### src/rtl/reg_rd_if.sv
// rtl/reg_rd_if.sv - operand read request/response bundle between consumer and reg_rd
interface reg_rd_if #(
  parameter int W = 16
);
  logic         start;
  logic [2:0]   rs_a;
  logic [2:0]   rs_b;
  logic         ack;
  logic         busy;
  logic         valid;
  logic [W-1:0] opr_a;
  logic [W-1:0] opr_b;
  logic [7:0]   n_read;

  modport master (
    output start, rs_a, rs_b, ack,
    input  busy, valid, opr_a, opr_b, n_read
  );

  modport slave (
    input  start, rs_a, rs_b, ack,
    output busy, valid, opr_a, opr_b, n_read
  );
endinterface

### src/rtl/reg_rd.sv
// rtl/reg_rd.sv - register-file operand reader with write-back bypass and hold/ack handshake
module reg_rd #(
  parameter int W = 16
) (
  input  logic         clk_rd,
  input  logic         reset,
  reg_rd_if.slave      rd,
  input  logic [W-1:0] reg0,
  input  logic [W-1:0] reg1,
  input  logic [W-1:0] reg2,
  input  logic [W-1:0] reg3,
  input  logic [W-1:0] reg4,
  input  logic [W-1:0] reg5,
  input  logic [W-1:0] reg6,
  input  logic [W-1:0] reg7,
  input  logic         wb_en,
  input  logic [2:0]   wb_n_reg,
  input  logic [W-1:0] wb_data
);

  typedef enum logic [1:0] {
    IDLE = 2'd0,
    READ = 2'd1,
    HOLD = 2'd2
  } state_t;

  state_t       state_q;
  state_t       state_d;
  logic [2:0]   idx_a;
  logic [2:0]   idx_b;
  logic [W-1:0] opr_a_q;
  logic [W-1:0] opr_b_q;
  logic [7:0]   n_read_q;
  logic [W-1:0] regs [8];
  logic         hit_a;
  logic         hit_b;

  assign regs[0] = reg0;
  assign regs[1] = reg1;
  assign regs[2] = reg2;
  assign regs[3] = reg3;
  assign regs[4] = reg4;
  assign regs[5] = reg5;
  assign regs[6] = reg6;
  assign regs[7] = reg7;

  // A write-back landing on a latched source index overrides the stale file value.
  assign hit_a = wb_en && (wb_n_reg == idx_a);
  assign hit_b = wb_en && (wb_n_reg == idx_b);

  always_comb begin
    state_d = state_q;
    case (state_q)
      IDLE:    if (rd.start) state_d = READ;
      READ:    state_d = HOLD;
      HOLD:    if (rd.ack) state_d = IDLE;
      default: state_d = IDLE;
    endcase
  end

  always_ff @(posedge clk_rd) begin
    if (reset) begin
      state_q  <= IDLE;
      idx_a    <= 3'd0;
      idx_b    <= 3'd0;
      opr_a_q  <= '0;
      opr_b_q  <= '0;
      n_read_q <= 8'd0;
    end else begin
      state_q <= state_d;
      case (state_q)
        IDLE: begin
          if (rd.start) begin
            idx_a <= rd.rs_a;
            idx_b <= rd.rs_b;
          end
        end
        READ: begin
          opr_a_q <= hit_a ? wb_data : regs[idx_a];
          opr_b_q <= hit_b ? wb_data : regs[idx_b];
        end
        HOLD: begin
          // ack retires the read; a coincident write-back is not folded in.
          if (rd.ack) begin
            n_read_q <= n_read_q + 8'd1;
          end else begin
            if (hit_a) opr_a_q <= wb_data;
            if (hit_b) opr_b_q <= wb_data;
          end
        end
        default: ;
      endcase
    end
  end

  assign rd.busy   = (state_q != IDLE);
  assign rd.valid  = (state_q == HOLD);
  assign rd.opr_a  = opr_a_q;
  assign rd.opr_b  = opr_b_q;
  assign rd.n_read = n_read_q;

endmodule

### src/flat_wrapper.sv
// flat-port wrapper written by rule: the top's interface ports become plain ports
module reg_rd_flat 
#(
  parameter int W = 16
)
  (clk_rd, reset, reg0, reg1, reg2, reg3, reg4, reg5, reg6, reg7, wb_en, wb_n_reg, wb_data, rd_start, rd_rs_a, rd_rs_b, rd_ack, rd_busy, rd_valid, rd_opr_a, rd_opr_b, rd_n_read);
  reg_rd_if #(.W(W)) rd_i ();
  input  logic clk_rd;
  input  logic reset;
  input  logic [W-1:0] reg0;
  input  logic [W-1:0] reg1;
  input  logic [W-1:0] reg2;
  input  logic [W-1:0] reg3;
  input  logic [W-1:0] reg4;
  input  logic [W-1:0] reg5;
  input  logic [W-1:0] reg6;
  input  logic [W-1:0] reg7;
  input  logic wb_en;
  input  logic [2:0] wb_n_reg;
  input  logic [W-1:0] wb_data;
  input wire logic [$bits(rd_i.start)-1:0] rd_start;
  input wire logic [$bits(rd_i.rs_a)-1:0] rd_rs_a;
  input wire logic [$bits(rd_i.rs_b)-1:0] rd_rs_b;
  input wire logic [$bits(rd_i.ack)-1:0] rd_ack;
  output wire logic [$bits(rd_i.busy)-1:0] rd_busy;
  output wire logic [$bits(rd_i.valid)-1:0] rd_valid;
  output wire logic [$bits(rd_i.opr_a)-1:0] rd_opr_a;
  output wire logic [$bits(rd_i.opr_b)-1:0] rd_opr_b;
  output wire logic [$bits(rd_i.n_read)-1:0] rd_n_read;
  assign rd_i.start = rd_start;
  assign rd_i.rs_a = rd_rs_a;
  assign rd_i.rs_b = rd_rs_b;
  assign rd_i.ack = rd_ack;
  assign rd_busy = rd_i.busy;
  assign rd_valid = rd_i.valid;
  assign rd_opr_a = rd_i.opr_a;
  assign rd_opr_b = rd_i.opr_b;
  assign rd_n_read = rd_i.n_read;
  reg_rd #(.W(W)) u_core (.clk_rd(clk_rd), .reset(reset), .rd(rd_i), .reg0(reg0), .reg1(reg1), .reg2(reg2), .reg3(reg3), .reg4(reg4), .reg5(reg5), .reg6(reg6), .reg7(reg7), .wb_en(wb_en), .wb_n_reg(wb_n_reg), .wb_data(wb_data));
endmodule
### config.mk
export PLATFORM = sky130hd
export DESIGN_NAME = reg_rd_flat
export DESIGN_NICKNAME = d
export VERILOG_FILES = /design/src/rtl/reg_rd_if.sv /design/src/rtl/reg_rd.sv /design/src/flat_wrapper.sv
export SDC_FILE = /design/constraint.sdc
export NUM_CORES = 1
export LEC_CHECK = 0
export BUFFER_PORTS_ARGS = -buffer_cell sky130_fd_sc_hd__buf_2
export CORE_ASPECT_RATIO = 0.7
export CORE_MARGIN = 2
export CORE_UTILIZATION = 28
export DETAILED_ROUTE_END_ITERATION = 10
export SLEW_MARGIN = 30
export SYNTH_ARGS = -nofsm -noshare
export SYNTH_HDL_FRONTEND = slang
export SYNTH_SLANG_ARGS = --single-unit
### constraint.sdc
create_clock -name clk_rd -period 3.1 [get_ports clk_rd]
set_input_delay 0.465 -clock clk_rd [delete_from_list [all_inputs] [get_ports clk_rd]]
set_output_delay 0.465 -clock clk_rd [all_outputs]
set_load 0.1 [all_outputs]
==> impl_metrics.yaml, run 1 <==
placement:
  numPortBuffers: 199
  pre_cts_ws_ns: 0.752
  dp_hpwl_mm: 14.4
  gp_congestion: 0.903
  dpl.cell_count: 750
floorplan:
  dieWidth_um: 154
  die_area_um2: 16800
  core_area_um2: 15500
  core.rowCount: 38
  io_pins: 200
  die-height_um: 109
  start_util: 0.286
setup_path:
  cp-end-kind: "register"
  r2r_setup_slack_ns: 0.71
  crit_fanout: 18
  crit_arrival_ns: 2.54
  critPathLaunchType: "register"
  crit_chain: "buf_4 > mux4_2 > nor2b_1 > a211oi_1 > o41ai_1"
  slowest_stage: "a211oi_1"
  critPathTopFamily: "compound AO/OA/AOI/OAI gates"
  required_ns: 3.25
  max_stage_delay_ns: 0.56
  path_class: "reg2reg"
  path_buf_inv: 1
drt:
  dr_total_vias: 4397
  met2_length_mm: 7.74
  first_pass_iters: 5
  wl_met1_mm: 8.64
  drcViolationCount: 0
  top_layer: "met4"
  wirelength_mm: 18.2
  drt_iter0_markers: 347
  avgViaCountPerCell: 5.79
  ant_nets: 0
  dr_wl_met3_mm: 1.70
  wl_per_cell_um: 23.9
timing:
  final_hold_viol_count: 0
  holdWs_ns: 0.406
  max_slew_margin: 0.377
  setup-violations-final: 0
  max_freq_ghz: 0.418
  worst_slew_pin_slew_ns: 0.934
  finClkSkew_ns: 0.00735
  rsz0062_at_grt: "no"
  maxSlewViolCount: 0
  setup_slack_ns: 0.707
  fin_crit_sh: 0.772
  tns_ns: 0
  period_needed_ns: 2.39
status:
  status: "finished, final reports clean"
finish:
  final_util: 0.369
  stdcell_count: 759
  drive_above_1_share: 0.579
  layout.nets: 716
  areaGrowthSynthToFinish_pct: 29.2
  n_fill_cell: 1523
clocking:
  path_clk_slew_ns: 0.07
  htree_levels: 2
  root_buffer: "clkbuf_16"
  cts_hold_buf: 0
  cts_setup_buffers: 0
  clockBufferDepth: 2
  clk_latency_ns: 0.29
  clkSinkCount: 48
  ctsResizeCount: 0
  cts-buffers-inserted: 5
  cts_tree: "built"
grt:
  gr-usage-all-layers: 0.212
  grt_pass1_wl_mm: 26.8
  grt_max_degree: 49
  antenna_found_initial: 1
  grt_pass1_vias: 4358
  grt.overflow.total: 0
yosys:
  post_synth_inst_count: 384
  syn_area_um2: 4420
  yosysUniqueCellTypes: 40
  yosysWarnings: 0
  yosysTopAreaCellShare: 0.326
  ys_ff_latch: 48
  post-synth-top-area-cell: "mux4_2"
  ys.flop_type: "dfxtp_1"
  yosysSeqAreaShare: 0.217
  async_reset_ff_frac: 0
  avgSynthCellArea_um2: 11.5
  syn_nets: 543
  synth_edf_count: 0
  ys_top_cells_by_area: "mux4_2, dfxtp_1, o41ai_2"
power_and_ir_drop:
  p_int_uw: 1350
  p_sw_frac: 0.407
  vdd_drop_max_mv: 0.184
  pwr-share-seq: 0.310
  power_frac_comb: 0.439
  powerDensity_nw_per_um2: 398
  switchingPower_uw: 925
  p_clk_frac: 0.252
  p_leak_uw: 0.00230
hold_path:
  hold_class: "in2reg"
run:
  maxCapViolations: 0
## final timing paths
check / startpoint / cells after the start / to
hold reg to reg: u_core.rd.n_read[1]$_SDFFE_PP0P_ / 2 / u_core.rd.n_read[1]$_SDFFE_PP0P_
hold / removal: rd_rs_b[2] / 3 / u_core.idx_b[2]$_SDFFE_PP0P_
setup reg to reg: u_core.idx_b[1]$_SDFFE_PP0P_ / 5 / u_core.rd.opr_b[0]$_SDFFE_PP0P_
setup / recovery: u_core.idx_b[1]$_SDFFE_PP0P_ / 5 / u_core.rd.opr_b[0]$_SDFFE_PP0P_
## stage by stage
stage / power (uW) / cell area [um^2]
final: 2270 / 5710
after global placement: 1700 / 5550
after CTS: 2280 / 5710
after floorplan: 1400 / 4420
after detailed placement: 1710 / 5550
after global routing: 2380 / 5710
## area by class of cell
type	instances	area, um^2	share of cell area
repair buffers	214	1120	0.196
flip-flops and latches	48	965	0.169
multi-input cells	286	3210	0.562
clock buffers	6	139	0.0243
well taps	200	250	0.0438
inverters	2	7.51	0.00132
diodes	1	2.50	0.000438
clock inverters	2	15.0	0.00263
## power groups by stage
stage                     Combinational, uW  Clock (uW)  Sequential [uW]
after floorplan                         488           0              908
after global placement                  980           0              716
after detailed placement                989           0              718
after CTS                               990         587              703
after global routing                   1050         621              708
final                                   996         571              703
## cells in the final DEF, fill, tap and decap left out, types with 2 or more instances in the layout
cell type	n
a211oi_1	31
a21oi_1	3
a41o_1	2
a41oi_2	2
buf_2	199
buf_4	14
clkbuf_16	5
clkinvlp_4	2
dfxtp_1	45
dfxtp_2	3
mux2i_1	6
mux4_2	64
nand2_1	4
nand2b_1	2
nand4_1	3
nor2_1	44
nor2b_1	31
nor3_1	3
o2111ai_1	32
o21a_2	2
o41ai_1	12
o41ai_2	19
xnor2_1	3
xnor2_2	6
xor2_1	3
## Yosys cell counts (2+ instances only)
| master | count |
|---|---|
| mux4_2 | 64 |
| dfxtp_1 | 48 |
| nor2_1 | 44 |
| o2111ai_1 | 32 |
| a211oi_1 | 31 |
| nor2b_1 | 31 |
| clkbuf_1 | 27 |
| o41ai_2 | 19 |
| o41ai_1 | 12 |
| buf_2 | 11 |
| mux2i_1 | 6 |
| xnor2_2 | 6 |
| buf_4 | 5 |
| buf_6 | 4 |
| nand2_1 | 4 |
| a21oi_1 | 3 |
| nand4_1 | 3 |
| nor3_1 | 3 |
| xnor2_1 | 3 |
| xor2_1 | 3 |
| a41o_1 | 2 |
| a41oi_2 | 2 |
| inv_1 | 2 |
| nand2b_1 | 2 |
| o21a_2 | 2 |
## worst register-to-register path, stage by stage, from the launching register on
cell and delay (ns):
dfxtp_2 0.49, buf_4 0.39, mux4_2 0.54, nor2b_1 0.14
a211oi_1 0.56, o41ai_1 0.14
## metal layers
layer	up-vias	GRT usage
li1	1961	-
met2	232	0.308
met1	2197	0.316
met4	0	0.0220
met5	-	0
met3	7	0.0652
## registers in the layout (all words and copies together), names as in the netlist
| register | flops |
|---|---|
| u_core.idx_a | 3 |
| u_core.state_q | 2 |
| u_core.rd.opr_a | 16 |
| u_core.idx_b | 3 |
| u_core.rd.opr_b | 16 |
| u_core.rd.n_read | 8 |
## logic make-up (layout without fill, tap and decap cells)
group	after synthesis	in the layout	synth area share
AO/OA/AOI/OAI	106	106	0.233
AND/OR/NAND/NOR	96	96	0.114
multiplexers	71	71	0.342
buffers and inverters	50	224	0.0566
flip-flops	48	48	0.217
XOR/XNOR	12	12	0.0340
adder cells (fa/ha/maj)	1	1	0.00283
other	0	1	0
Power figures use the tool's default switching activity.
==> run 2: changes to the inputs <==
- clock period: 3.1 -> 2.25 ns (I/O delays scaled with it)
==> impl_metrics.yaml, run 2 (synthesis gave the netlist of run 1 again) <==
setup_path:
  crit_fanout: 29
  crit_arrival_ns: 2.25
  path_class: "reg2reg"
  cp-end-kind: "register"
  critPathLaunchType: "register"
  required_ns: 2.41
drt:
  wl_per_cell_um: 23.5
  avgViaCountPerCell: 5.82
  ant_nets: 0
  drcViolationCount: 0
  wirelength_mm: 17.9
  dr_total_vias: 4445
  drt_iter0_markers: 404
  first_pass_iters: 5
clocking:
  cts_setup_buffers: 0
  clk_latency_ns: 0.29
  clockBufferDepth: 2
  ctsResizeCount: 0
  htree_levels: 2
  cts_hold_buf: 0
  path_clk_slew_ns: 0.07
  root_buffer: "clkbuf_16"
  clkSinkCount: 48
  cts_tree: "built"
  cts-buffers-inserted: 5
placement:
  pre_cts_ws_ns: 0.198
  dpl.cell_count: 754
  dp_hpwl_mm: 14.0
  numPortBuffers: 199
  gp_congestion: 0.876
floorplan:
  core_area_um2: 15500
  die_area_um2: 16800
  io_pins: 200
  start_util: 0.286
  core.rowCount: 38
  dieWidth_um: 154
  die-height_um: 109
timing:
  max_freq_ghz: 0.477
  fin_crit_sh: 0.931
  rsz0062_at_grt: "no"
  finClkSkew_ns: 0.00952
  setup-violations-final: 0
  period_needed_ns: 2.09
  max_slew_margin: 0.543
  maxSlewViolCount: 0
  final_hold_viol_count: 0
  worst_slew_pin_slew_ns: 0.686
  setup_slack_ns: 0.155
  tns_ns: 0
finish:
  final_cell_mix: "buf_2, mux4_2, nor2_1, dfxtp_1, o2111ai_1"
  drive_above_1_share: 0.582
  stdcell_count: 764
  layout.nets: 720
  areaGrowthSynthToFinish_pct: 31.0
  final_common_cell: "buf_2"
grt:
  antenna_found_initial: 2
  grt_pass1_vias: 4544
  grt.overflow.total: 0
  grt_pass1_wl_mm: 26.8
  gr-usage-all-layers: 0.209
  grt_max_degree: 49
status:
  status: "finished, final reports clean"
power_and_ir_drop:
  powerDensity_nw_per_um2: 557
  vdd_drop_max_mv: 0.318
  p_leak_uw: 0.00234
hold_path:
  hold_class: "in2reg"
run:
  maxCapViolations: 0
==> run 2: path summary, 6_finish.rpt <==
path / start / endpoint / slack (ns) / depth (start not counted)
min reg2reg: u_core.rd.n_read[1]$_SDFFE_PP0P_ / u_core.rd.n_read[1]$_SDFFE_PP0P_ / 0.50 / 2
min: rd_rs_b[0] / u_core.idx_b[0]$_SDFFE_PP0P_ / 0.28 / 3
max reg2reg: u_core.idx_a[1]$_SDFFE_PP0P_ / u_core.rd.opr_a[15]$_SDFFE_PP0P_ / 0.16 / 5
max: u_core.idx_a[1]$_SDFFE_PP0P_ / u_core.rd.opr_a[15]$_SDFFE_PP0P_ / 0.16 / 5
==> run 2: power by group <==
part / internal [uW] / total (uW) / switching, uW
Sequential: 903 / 946 / 42.6
Combinational: 522 / 1410 / 884
Clock: 524 / 874 / 350
Total: 1950 / 3230 / 1280
==> run 2: area by class of cell <==
type | count | area (um^2)
flip-flops and latches | 48 | 966
well taps | 200 | 250
fillers | 1536 | 9660
clock inverters | 2 | 35.0
diodes | 2 | 5.00
clock buffers | 6 | 129
repair buffers | 218 | 1190
multi-input cells | 286 | 3210
inverters | 2 | 7.51
==> run 2: metrics by stage <==
stage,util,hold slack (ns),cell area (um^2),total power [uW]
after floorplan,-,0.481,4420,1920
after global placement,0.364,0.490,5620,2340
after detailed placement,0.364,0.494,5620,2370
after CTS,0.374,0.272,5790,3230
after global routing,0.374,0.286,5790,3350
final,0.375,0.277,5790,3230
==> run 2: critical path: stages (launching register included) <==
cell,delay (ns)
dfxtp_2,0.35
buf_12,0.23
mux4_2,0.52
nor2b_1,0.14
a211oi_1,0.55
o41ai_2,0.13
==> run 2: layer usage <==
layer | GRT usage | up-vias | share of wire
li1 | - | 1961 | -
met1 | 0.314 | 2200 | 0.48
met2 | 0.307 | 258 | 0.42
met3 | 0.0473 | 26 | 0.088
met4 | 0.0394 | 0 | 0.012
met5 | 0 | - | 0
==> run 3: changes to the inputs <==
- CORE_MARGIN: 2 -> not set
- clock period: 2.25 -> 2.71 ns (I/O delays scaled with it)
==> impl_metrics.yaml, run 3 (synthesis gave the netlist of run 1 again) <==
status:
  status: "complete, but fails checks"
  failed_checks: "design-rule violations"
drt:
  drcViolationCount: 9
  ant_nets: 0
  first_pass_iters: 7
  drt_iter0_markers: 353
  avgViaCountPerCell: 5.70
  wirelength_mm: 17.3
  dr_total_vias: 4339
  wl_per_cell_um: 22.7
floorplan:
  core_area_um2: 15500
  core.rowCount: 38
  die_area_um2: 16300
  start_util: 0.286
  dieWidth_um: 152
  die-height_um: 107
  io_pins: 200
finish:
  antenna_cells: 0
  post-route-cell-area_um2: 5740
  register_area_um2: 965
  areaGrowthSynthToFinish_pct: 29.9
  multi_input_area_um2: 3210
  layout.nets: 720
  final_common_cell: "buf_2"
  final_cell_mix: "buf_2, mux4_2, dfxtp_1"
  drive_above_1_share: 0.578
  n_fill_cell: 1519
timing:
  period_needed_ns: 2.31
  worst_slew_pin_slew_ns: 0.718
  final_hold_viol_count: 0
  finClkSkew_ns: 0.00373
  maxSlewViolCount: 0
  setup-violations-final: 0
  max_freq_ghz: 0.433
  fin_crit_sh: 0.852
  setup_slack_ns: 0.401
  tns_ns: 0
  holdWs_ns: 0.357
  max_slew_margin: 0.519
  rsz0062_at_grt: "no"
clocking:
  cts_hold_buf: 0
  clockBufferDepth: 2
  clk_latency_ns: 0.29
  cts-buffers-inserted: 5
  cts_setup_buffers: 0
  cts_tree: "built"
  root_buffer: "clkbuf_16"
  htree_levels: 2
  ctsResizeCount: 0
  clkSinkCount: 48
  path_clk_slew_ns: 0.07
grt:
  grt_pass1_vias: 4262
  antenna_found_initial: 0
  gr-usage-all-layers: 0.209
  grt_max_degree: 49
  grt_pass1_wl_mm: 25.8
  grt.overflow.total: 0
hold_path:
  hold_class: "in2reg"
  hold_path_depth: 3
  hold_start: "rd_rs_b[1]"
  hold_end: "u_core.idx_b[1]$_SDFFE_PP0P_"
run:
  maxCapViolations: 0
power_and_ir_drop:
  p_sw_frac: 0.406
  pwr-share-seq: 0.311
  switchingPower_uw: 1040
  powerDensity_nw_per_um2: 445
  p_total_uw: 2550
  p_clk_frac: 0.238
  power_frac_comb: 0.451
  p_leak_uw: 0.00233
  p_int_uw: 1520
  vdd_drop_max_mv: 0.247
placement:
  gp_congestion: 0.865
  dp_hpwl_mm: 13.7
  placed_cell_area_um2: 5610
  pre_cts_ws_ns: 0.403
  numPortBuffers: 199
setup_path:
  crit_fanout: 12
  r2r-end: "u_core.rd.opr_b[3]$_SDFFE_PP0P_"
  path_class: "reg2reg"
  max_stage_delay_ns: 0.63
  reg2reg_from: "u_core.idx_b[1]$_SDFFE_PP0P_"
  critPathTopFamily: "compound AO/OA/AOI/OAI gates"
  slowest_stage: "dfxtp_2"
  required_ns: 2.86
  crit_chain: "buf_12 > mux4_2 > nor2b_1 > a211oi_1 > o41ai_2"
  r2r_setup_slack_ns: 0.40
  cp-end-kind: "register"
  critPathLaunchType: "register"
  path_buf_inv: 1
  crit_arrival_ns: 2.46
  r2r_cells: 5
-- run 3: cell count changes in the layout (fill, tap and decap cells not counted), sizes merged --
cell    change
diode       -2
bufinv      -1
-- run 3: how the worst max path moves through the flow --
stage,slack (ns),start,endpoint,depth (start not counted)
global placement,0.42,u_core.idx_b[1]$_SDFFE_PP0P_,u_core.rd.opr_b[3]$_SDFFE_PP0P_,5
floorplan,0.45,u_core.state_q[0]$_SDFFE_PP0P_,u_core.rd.opr_b[10]$_SDFFE_PP0P_,6
CTS,0.40,u_core.idx_b[1]$_SDFFE_PP0P_,u_core.rd.opr_b[3]$_SDFFE_PP0P_,5
detailed placement,0.40,u_core.idx_b[1]$_SDFFE_PP0P_,u_core.rd.opr_b[0]$_SDFFE_PP0P_,5
global route,0.30,u_core.idx_b[1]$_SDFFE_PP0P_,u_core.rd.opr_b[3]$_SDFFE_PP0P_,5
finish,0.40,u_core.idx_b[1]$_SDFFE_PP0P_,u_core.rd.opr_b[3]$_SDFFE_PP0P_,5
-- run 3: stage by stage --
stage / std cells / utilization
floorplan: 384 / -
CTS: 761 / 0.371
finish: 761 / 0.371
detailed placement: 754 / 0.363
global route: 761 / 0.371
global placement: 754 / 0.363
-- run 3: layer usage --
layer / up-vias / GRT usage / share of wire
met5: - / 0 / 0
met4: 0 / 0.0321 / 0.0065
met3: 8 / 0.0295 / 0.075
met2: 229 / 0.316 / 0.44
met1: 2129 / 0.316 / 0.48
li1: 1973 / - / -
-- run 3: power groups by stage --
stage / Clock (uW) / Sequential (uW) / Combinational (uW)
after detailed placement: 0 / 810 / 1150
final: 608 / 794 / 1150
after floorplan: 0 / 1040 / 559
after CTS: 626 / 794 / 1150
after global routing: 660 / 799 / 1210
after global placement: 0 / 809 / 1140
-- run 3: cell type report --
cell class,count,area share
Clock inverter,1,0.000872
Sequential cell,48,0.168
Multi-Input combinational cell,286,0.559
Timing Repair Buffer,218,0.205
Clock buffer,6,0.0224
Tap cell,200,0.0436
Inverter,2,0.00131
-- run 3: worst reg2reg max path: cells and delay by family, from the launching register on --
| kind | cells | cell delay, ns |
|---|---|---|
| DFF | 1 | 0.63 |
| AOI/OAI and AO/OA | 2 | 0.66 |
| and+or+nand+nor | 1 | 0.14 |
| muxes | 1 | 0.51 |
| buffers and inverters | 1 | 0.22 |
